--- config.mk ---
export PLATFORM = sky130hd
export DESIGN_NAME = dram_init_seq
export DESIGN_NICKNAME = d
export VERILOG_FILES = /design/src/rtl/dram_pkg.sv /design/src/rtl/dram_wait_cnt.sv /design/src/rtl/dram_init_seq.sv
export SDC_FILE = /design/constraint.sdc
export NUM_CORES = 1
export LEC_CHECK = 0
export ABC_AREA = 0
export BUFFER_PORTS_ARGS = -buffer_cell sky130_fd_sc_hd__buf_2
export CAP_MARGIN = 10
export CORE_MARGIN = 2
export CORE_UTILIZATION = 45
export DETAILED_ROUTE_END_ITERATION = 10
export GPL_TIMING_DRIVEN = 0
export PLACE_DENSITY = 0.69
export SLEW_MARGIN = 10
export SYNTH_ARGS = -nofsm -noshare
export SYNTH_HDL_FRONTEND = slang
export SYNTH_HIERARCHICAL = 1
export SYNTH_SLANG_ARGS = --single-unit
--- constraint.sdc ---
create_clock -name dclk -period 5.85 [get_ports dclk]
set_clock_uncertainty 0.05 [all_clocks]
set_input_delay 0.2925 -clock dclk [delete_from_list [all_inputs] [get_ports dclk]]
set_output_delay 0.2925 -clock dclk [all_outputs]
set_load 0.01 [all_outputs]
--- src/rtl/dram_pkg.sv ---
// Shared DDR3 init types: command bundle, command constants and sequencer states.
package dram_pkg;

    typedef struct packed {
        logic cs_n;
        logic ras_n;
        logic cas_n;
        logic we_n;
    } dram_cmd_t;

    localparam dram_cmd_t CMD_NOP  = dram_cmd_t'(4'b0111);
    localparam dram_cmd_t CMD_DES  = dram_cmd_t'(4'b1111);
    localparam dram_cmd_t CMD_MRS  = dram_cmd_t'(4'b0000);
    localparam dram_cmd_t CMD_ZQCL = dram_cmd_t'(4'b0110);

    // ZQCL is distinguished from ZQCS by A10 high
    localparam logic [15:0] ZQCL_ADDR = 16'h0400;

    typedef enum logic [3:0] {
        ST_IDLE     = 4'd0,
        ST_RST_WAIT = 4'd1,
        ST_CKE_WAIT = 4'd2,
        ST_XPR_WAIT = 4'd3,
        ST_MRS2     = 4'd4,
        ST_MRS3     = 4'd5,
        ST_MRS1     = 4'd6,
        ST_MRS0     = 4'd7,
        ST_ZQCL     = 4'd8,
        ST_DONE     = 4'd9
    } init_state_t;

    function automatic int max_int(input int a, input int b);
        return (a > b) ? a : b;
    endfunction

endpackage

--- src/rtl/dram_wait_cnt.sv ---
// Loadable down-counter that parks at zero; zero flags the last cycle of a timed state.
module dram_wait_cnt #(
    parameter int W = 17
) (
    input  logic         dclk,
    input  logic         reset,
    input  logic         load,
    input  logic [W-1:0] load_val,
    output logic         zero
);

    logic [W-1:0] cnt;

    always_ff @(posedge dclk) begin
        if (reset) begin
            cnt <= '0;
        end else if (load) begin
            cnt <= load_val;
        end else if (cnt != '0) begin
            cnt <= cnt - 1'b1;
        end
    end

    assign zero = (cnt == '0);

endmodule

--- src/rtl/dram_init_seq.sv ---
// DDR3 power-up sequencer: reset hold, CKE wait, tXPR, MR2/3/1/0, ZQCL, then init_done.
module dram_init_seq
    import dram_pkg::*;
#(
    parameter int          T_RESET_CYC  = 40000,
    parameter int          T_CKE_CYC    = 100000,
    parameter int          T_XPR_CYC    = 54,
    parameter int          T_MRD_CYC    = 4,
    parameter int          T_MOD_CYC    = 12,
    parameter int          T_ZQINIT_CYC = 512,
    parameter logic [15:0] MR0_VAL      = 16'h1D70,
    parameter logic [15:0] MR1_VAL      = 16'h0006,
    parameter logic [15:0] MR2_VAL      = 16'h0018,
    parameter logic [15:0] MR3_VAL      = 16'h0000
) (
    input  logic        dclk,
    input  logic        reset,
    input  logic        start,
    output logic        reset_n,
    output logic        cke,
    output logic        cs_n,
    output logic        ras_n,
    output logic        cas_n,
    output logic        we_n,
    output logic [2:0]  ba,
    output logic [15:0] addr,
    output logic        odt,
    output logic        init_done,
    output logic [3:0]  state_dbg
);

    localparam int T_MAX = max_int(max_int(max_int(T_RESET_CYC, T_CKE_CYC),
                                           max_int(T_XPR_CYC, T_MRD_CYC)),
                                   max_int(T_MOD_CYC, T_ZQINIT_CYC));
    localparam int CNT_W = (T_MAX > 1) ? $clog2(T_MAX) : 1;

    if (T_RESET_CYC < 1 || T_CKE_CYC < 1 || T_XPR_CYC < 1 || T_ZQINIT_CYC < 1 ||
        T_MRD_CYC < 4 || T_MOD_CYC < 12) begin : g_bad_timing
        $error("dram_init_seq: illegal timing parameters");
    end

    init_state_t      state;
    init_state_t      state_next;
    logic             first_cyc;
    logic             cnt_load;
    logic [CNT_W-1:0] cnt_load_val;
    logic             cnt_zero;

    logic             reset_n_d;
    logic             cke_d;
    dram_cmd_t        cmd_d;
    dram_cmd_t        cmd_q;
    logic [2:0]       ba_d;
    logic [15:0]      addr_d;
    logic             done_d;

    dram_wait_cnt #(.W(CNT_W)) u_wait_cnt (
        .dclk     (dclk),
        .reset    (reset),
        .load     (cnt_load),
        .load_val (cnt_load_val),
        .zero     (cnt_zero)
    );

    // State plus the registered pin image, so every output is one flop from the pad
    always_ff @(posedge dclk) begin
        if (reset) begin
            state     <= ST_IDLE;
            first_cyc <= 1'b0;
            reset_n   <= 1'b0;
            cke       <= 1'b0;
            cmd_q     <= CMD_DES;
            ba        <= 3'd0;
            addr      <= 16'd0;
            init_done <= 1'b0;
        end else begin
            state     <= state_next;
            first_cyc <= cnt_load;
            reset_n   <= reset_n_d;
            cke       <= cke_d;
            cmd_q     <= cmd_d;
            ba        <= ba_d;
            addr      <= addr_d;
            init_done <= done_d;
        end
    end

    always_comb begin
        state_next = state;
        case (state)
            ST_IDLE:     if (start)    state_next = ST_RST_WAIT;
            ST_RST_WAIT: if (cnt_zero) state_next = ST_CKE_WAIT;
            ST_CKE_WAIT: if (cnt_zero) state_next = ST_XPR_WAIT;
            ST_XPR_WAIT: if (cnt_zero) state_next = ST_MRS2;
            ST_MRS2:     if (cnt_zero) state_next = ST_MRS3;
            ST_MRS3:     if (cnt_zero) state_next = ST_MRS1;
            ST_MRS1:     if (cnt_zero) state_next = ST_MRS0;
            ST_MRS0:     if (cnt_zero) state_next = ST_ZQCL;
            ST_ZQCL:     if (cnt_zero) state_next = ST_DONE;
            ST_DONE:     state_next = ST_DONE;
            default:     state_next = ST_IDLE;
        endcase

        // Counter is reloaded with the duration of the state being entered
        cnt_load     = (state_next != state);
        cnt_load_val = '0;
        case (state_next)
            ST_RST_WAIT: cnt_load_val = CNT_W'(T_RESET_CYC - 1);
            ST_CKE_WAIT: cnt_load_val = CNT_W'(T_CKE_CYC - 1);
            ST_XPR_WAIT: cnt_load_val = CNT_W'(T_XPR_CYC - 1);
            ST_MRS2,
            ST_MRS3,
            ST_MRS1:     cnt_load_val = CNT_W'(T_MRD_CYC - 1);
            ST_MRS0:     cnt_load_val = CNT_W'(T_MOD_CYC - 1);
            ST_ZQCL:     cnt_load_val = CNT_W'(T_ZQINIT_CYC - 1);
            default:     cnt_load_val = '0;
        endcase
    end

    always_comb begin
        reset_n_d = 1'b1;
        cke_d     = 1'b1;
        cmd_d     = CMD_NOP;
        ba_d      = 3'd0;
        addr_d    = 16'd0;
        done_d    = 1'b0;
        case (state)
            ST_IDLE,
            ST_RST_WAIT: begin
                reset_n_d = 1'b0;
                cke_d     = 1'b0;
                cmd_d     = CMD_DES;
            end
            ST_CKE_WAIT: begin
                cke_d = 1'b0;
                cmd_d = CMD_DES;
            end
            ST_MRS2: if (first_cyc) begin
                cmd_d  = CMD_MRS;
                ba_d   = 3'd2;
                addr_d = MR2_VAL;
            end
            ST_MRS3: if (first_cyc) begin
                cmd_d  = CMD_MRS;
                ba_d   = 3'd3;
                addr_d = MR3_VAL;
            end
            ST_MRS1: if (first_cyc) begin
                cmd_d  = CMD_MRS;
                ba_d   = 3'd1;
                addr_d = MR1_VAL;
            end
            ST_MRS0: if (first_cyc) begin
                cmd_d  = CMD_MRS;
                ba_d   = 3'd0;
                addr_d = MR0_VAL;
            end
            ST_ZQCL: if (first_cyc) begin
                cmd_d  = CMD_ZQCL;
                addr_d = ZQCL_ADDR;
            end
            ST_DONE: done_d = 1'b1;
            default: ;
        endcase
    end

    assign cs_n      = cmd_q.cs_n;
    assign ras_n     = cmd_q.ras_n;
    assign cas_n     = cmd_q.cas_n;
    assign we_n      = cmd_q.we_n;
    assign odt       = 1'b0;
    assign state_dbg = state;

endmodule

======== After elaboration in Yosys (flattened, before gate mapping) ========
Memories as Yosys holds them, arrays and structs flattened.
Index checks and enable logic that the tools add are counted.
cells by class
  add/subtract/negate cells ............... 1
  equality and inequality tests ........... 10
  muxes and demuxes ....................... 27
  reductions and logical operators ........ 7
operators with widths
  cell                   count
  $pmux 13 s4            1
  $pmux 4 s10            1
  $mux 4                 9
  $mux 17                2
  $logic_not 17->1       1
  $reduce_bool 17->1     1
  $sub 17x1->17 const B  1
  $eq 4x3->1 const B     4
  $mux 13                1
  $pmux 4 s3             1
  $mux 11                1
  $eq 4x2->1 const B     2
  $eq 4x4->1 const B     2
  $mux 3                 2
  $pmux 2 s3             1
  $mux 1                 5
  $mux 5                 1
  $eq 4x1->1 const B     1
  $logic_not 4->1        1
  $mux 2                 2
  $ne 4x4->1             1
  $reduce_or 4->1        1
  $reduce_or 3->1        1
  $reduce_bool 2->1      1
  $reduce_or 2->1        1
word-level totals
  flip-flop bits (word level) ............. 48
  bits in read-only memories .............. 240
  output and inout bits ................... 31
  logic and storage cells ................. 58
  memories kept ........................... 1
memory list
  memory           depth  width  read ports  clocked after memory_dff  write ports  RTL line              source
  (no name shown)  16     15     1           0                         0            dram_init_seq.sv:107  case (state_next)

======== Depth between registers and ports, before layout ========
  depth after elaboration ................. 5
  depth in mapped cells ................... 15

======== Modules after synthesis ========
The synthesis kept the hierarchy.
by module, submodules not included
  module         times used  cells an instance  area each (µm²)
  dram_init_seq  1           111                947.2
  dram_wait_cnt  1           112                930.9

======== Least setup slack after synthesis ========
Ideal clock, no wire load.
  path type ............................... register to register
  start ................................... reg u_wait_cnt.cnt[0]
  end ..................................... reg u_wait_cnt.cnt[3]
  setup time .............................. 122 ps
  arrival time ............................ 2749 ps
  data required time ...................... 5678 ps
  slack ................................... 2930 ps
  cell stages (with the launch flop) ...... 16
  period minus slack after synthesis ...... 2920 ps
  cells stage by stage .................... dfxtp_1 -> inv_1 -> ha_1 -> nor4b_1 -> nand4b_1 -> or2_4 -> inv_2 -> nand2_1 -> xor2_1 -> or2_2 -> ha_1 -> nand2b_4 -> inv_2 -> a211o_1 -> nand2_1 -> o21ai_0
on the way
  word-level cells in the longest chain between the ends .. 5
ends and longest elaborated chain
  element                               RTL line             source
  start: declaration                    dram_wait_cnt.sv:12  logic [W-1:0] cnt;
  start signal: assignment              dram_wait_cnt.sv:18  cnt <= load_val;
  start signal: assignment              dram_wait_cnt.sv:20  cnt <= cnt - 1'b1;
  $logic_not 17->1 *                    dram_wait_cnt.sv:24  assign zero = (cnt == '0);
  net cnt_zero                          dram_init_seq.sv:47  logic cnt_zero;
  $mux 4, or another cell as far along  dram_init_seq.sv:99  ST_ZQCL: if (cnt_zero) state_next = ST_DONE;
  $pmux 4 s10 *                         dram_init_seq.sv:90  case (state)
  $mem_v2 16x15 *                       n/a
  net cnt_load_val[3]                   dram_init_seq.sv:46  logic [CNT_W-1:0] cnt_load_val;
  $mux 17 *                             dram_wait_cnt.sv:17  end else if (load) begin
The timed path passes the listed nets; every way through them passes the cells marked *. The select of a mux whose other input is x is not followed.
A chain may end at the register's enable or synchronous reset.

======== Worst setup path in the final report ========
Same ends and word-level chain as after synthesis.

==> implementation parameters <==
Parameter                              Value

CTS
  Clock-pin slew of the registers on the worst-case setup and hold paths    roughly 0.08 ns
  Number of hold buffers added after cts    0
  CTS tree    yes
  Maximum level of the CTS H-tree    2
  Clock root buffer    clkbuf_8
  Cts bufs inserted    5
  Postcts setup bufs    0
  Count of cells resized by post-cts repair    0
  Buffers from clock root to sink, at most    2
  Clock net sink count    35
  Clock latency of the later-clocked register in the worst-skew pair    roughly 0.30 ns

Logic synthesis
  Share of synthesized flip-flops with an asynchronous set or reset    0
  Average cell area after synthesis    8.42 µm²
  Cell types with the highest counts after synthesis    35 x dfxtp_1, 24 x nand2_1, 23 x nor2_1
  Yosys warns    6
  Number of distinct library cell variants in the gate-level netlist after synthesis    between 50 and 60
  Cell count after synthesis    around 220
  Sequential element share of the synthesized area    0.373
  EDFF count, synth    0
  Most used flip-flop cell after synthesis    dfxtp_1
  Dominant cells by area after synthesis    dfxtp_1 37%, buf_4 5.6%, nand2_1 4.8%, nor2_1 4.6%, xnor2_1 3.7%
  Post-synth top area share    0.373
  Syn Std Cell Area    ~1900 µm²
  Number of synthesized register bits    35
  Cell accounting for the most synthesized area    dfxtp_1
  Most frequent cell after synthesis    dfxtp_1

Critical path
  Cell-by-cell listing of the critical path    inv_1, ha_1, nor4b_1, nand4b_1, or2_4, inv_2, nand2_1, xor2_1, or2_2, ha_1, nand2b_4, inv_2, a211o_1, nand2_1, o21ai_0
  Max stage delay on crit path    0.37 ns
  Nature of the critical path endpoint    flop
  Launch point of the critical path    u_wait_cnt/cnt[0]
  Critical Path Fanout Max    10
  Element type at the critical path start    flop
  Launch point of the worst reg-to-reg path    u_wait_cnt/cnt[0]
  Worst Path Arrival    between 3 and 4 ns
  Required arrival time at the worst endpoint    5.98 ns
  Critical path type    reg -> reg
  Crit path max-delay family    simple AND/OR/NAND/NOR gates
  Worst path buffer plus inverter count    3
  Slowest CP cell    nor4b_1

STA
  Hold violation total from the final report    0
  Achievable clock frequency    around 0.30 GHz
  Setup violators final    0
  Worst slew pin tran    around 0.58 ns
  Total Negative Setup Slacks    0 ns
  Setup repair after global routing missed its margin    no
  Minimum period implied by the final worst setup slack    roughly 3.3 ns
  Part of the cycle the worst path needs    0.565
  Relative slew slack    0.610
  Max-slew violation total from the final report    0

Route
  Average wire length per cell after detail routing    11.8 µm
  Top routing layer in use    met4
  Total number of vias    ~1.5k
  DR pass1 iterations    4
  Routed length on met2    between 1500 and 2000 µm
  Number of DRC markers after the initial detailed-route iteration    54
  Via density per instance    a little under 5
  Post-route ant nets    0
  Remaining DRCs    0
  Total routed wirelength    around 3700 µm
  Detailed-route wire length on metal 1    ~1800 µm
  Detailed route wirelength on metal3    approximately 170 µm

Pwr
  Power density relative to cell area    around 460 nW/µm²
  Power consumption    a little over 1 mW
  Worst ir drop on vdd    between 200 and 300 µV
  Leakage power total    slightly above 1 nW

Global route
  Pin count of the biggest net entering global routing    14
  Number of global-route vias before repair    roughly 1.4k
  Total gr overflow    0
  Wire length of the first global-routing pass    between 6000 and 7000 µm
  Combined global-route utilization of all metal layers    0.181
  Number of antenna violations at the first check in global routing    0

Job
  Count of maximum capacitance violations    0

Placed design
  Placer Congestion    around 0.78
  HPWL after DPL    between 2000 and 3000 µm
  Input/output buffers    24

Floorplan
  Width of the die    between 60 and 70 µm
  Core Region    approximately 4000 µm²
  Die area    about 4700 µm²
  # IOs    34
  Initial Utilization    0.470
  Die boundary height    around 69 µm
  Standard-cell rows    23

Hold path
  Hold wc startpoint    reset
  Classification of the worst-slack hold path    in -> reg

Cells and area
  Area added between synthesis and finish    17.9%
  Share of post-route cells with drive strength above 1    0.260
  Total Nets Final    roughly 270
  Antenna fix cells    0
  Post-route core utilization    0.554
  Total of fill cells in the finished design    396

Run status
  Run status    finished clean
state kept, by name (all words and copies together) (netlist names), 2 cells and up:
| register | count |
|---|---|
| u_wait_cnt/cnt | 17 |
| addr | 5 |
| state_dbg | 4 |
| ba | 2 |
cells by family after synthesis:
kind of cell	synth area share
and+or+nand+nor	0.280
AOI/OAI and AO/OA	0.139
DFF	0.373
buffers and inverters	0.0959
xor gates and xnor gates	0.0606
adders and majority gates	0.0333
muxes	0.0167
other	0.00200
path summary, 6_finish.rpt:
kind | endpoint | slack, ns | cells after the start
hold reg to reg | we_n | 0.49 | 2
setup / recovery | u_wait_cnt/cnt[3] | 2.55 | 15
hold / removal | reset_n | 0.30 | 2
setup reg to reg | u_wait_cnt/cnt[3] | 2.55 | 15
metrics by stage:
stage                     std cells  cell area, µm²  worst slack (ns)  hold WS, ns
after global placement          307            2100              2.58        0.458
final                           315            2210              2.55        0.303
after global routing            315            2210              2.14        0.322
after floorplan                 233            1920              2.93        0.434
after detailed placement        307            2100              2.66        0.463
after CTS                       315            2210              2.58        0.304
metal layers:
layer / vias to the layer above / track usage
met2: 32 / 0.285
li1: 813 / -
met1: 689 / 0.235
met4: 0 / 0.0825
met5: - / 0
met3: 8 / 0.0438
where the power goes:
part / leakage (nW) / total (mW) / internal [mW] / switching, mW
Sequential: 0.286 / 0.346 / 0.290 / 0.0554
Combinational: 0.674 / 0.447 / 0.198 / 0.248
Clock: 0.0587 / 0.226 / 0.129 / 0.0974
Total: 1.02 / 1.02 / 0.618 / 0.401
worst register-to-register path: stages, from the launching register on:
cell and delay [ns]:
dfxtp_1 0.34, inv_1 0.08, ha_1 0.22, nor4b_1 0.37
nand4b_1 0.28, or2_4 0.35, inv_2 0.15, nand2_1 0.08
xor2_1 0.14, or2_2 0.32, ha_1 0.26, nand2b_4 0.11
inv_2 0.05, a211o_1 0.27, nand2_1 0.05, o21ai_0 0.07
placed cells by master, fill, tap and decap left out, drive strengths merged, types with 2 or more instances in the layout:
master / count
and2: 3
nor3b: 2
nor3: 12
buf: 42
o21a: 2
a211o: 3
a32o: 2
mux2i: 2
nor2b: 5
clkbuf: 9
or4: 2
nor2: 23
a211oi: 2
xor2: 5
nand2: 25
nor4: 4
and2b: 2
ha: 5
a21oi: 6
or2: 5
nand2b: 4
or3: 3
o21ai: 18
a31oi: 2
inv: 10
nand3: 2
dfxtp: 35
conb: 11
xnor2: 8
layout make-up:
| type | count | area [µm²] | share of cell area |
|---|---|---|---|
| multi-input combinational | 167 | 1030 | 0.467 |
| sequential | 35 | 701 | 0.316 |
| buffer | 22 | 146 | 0.0661 |
| timing repair buffer | 24 | 120 | 0.0542 |
| clock buffer | 5 | 68.8 | 0.0311 |
| tap | 50 | 62.6 | 0.0282 |
| clock inverter | 3 | 47.5 | 0.0215 |
| inverter | 9 | 33.8 | 0.0153 |
No activity file was read; power rests on OpenSTA's default activity.
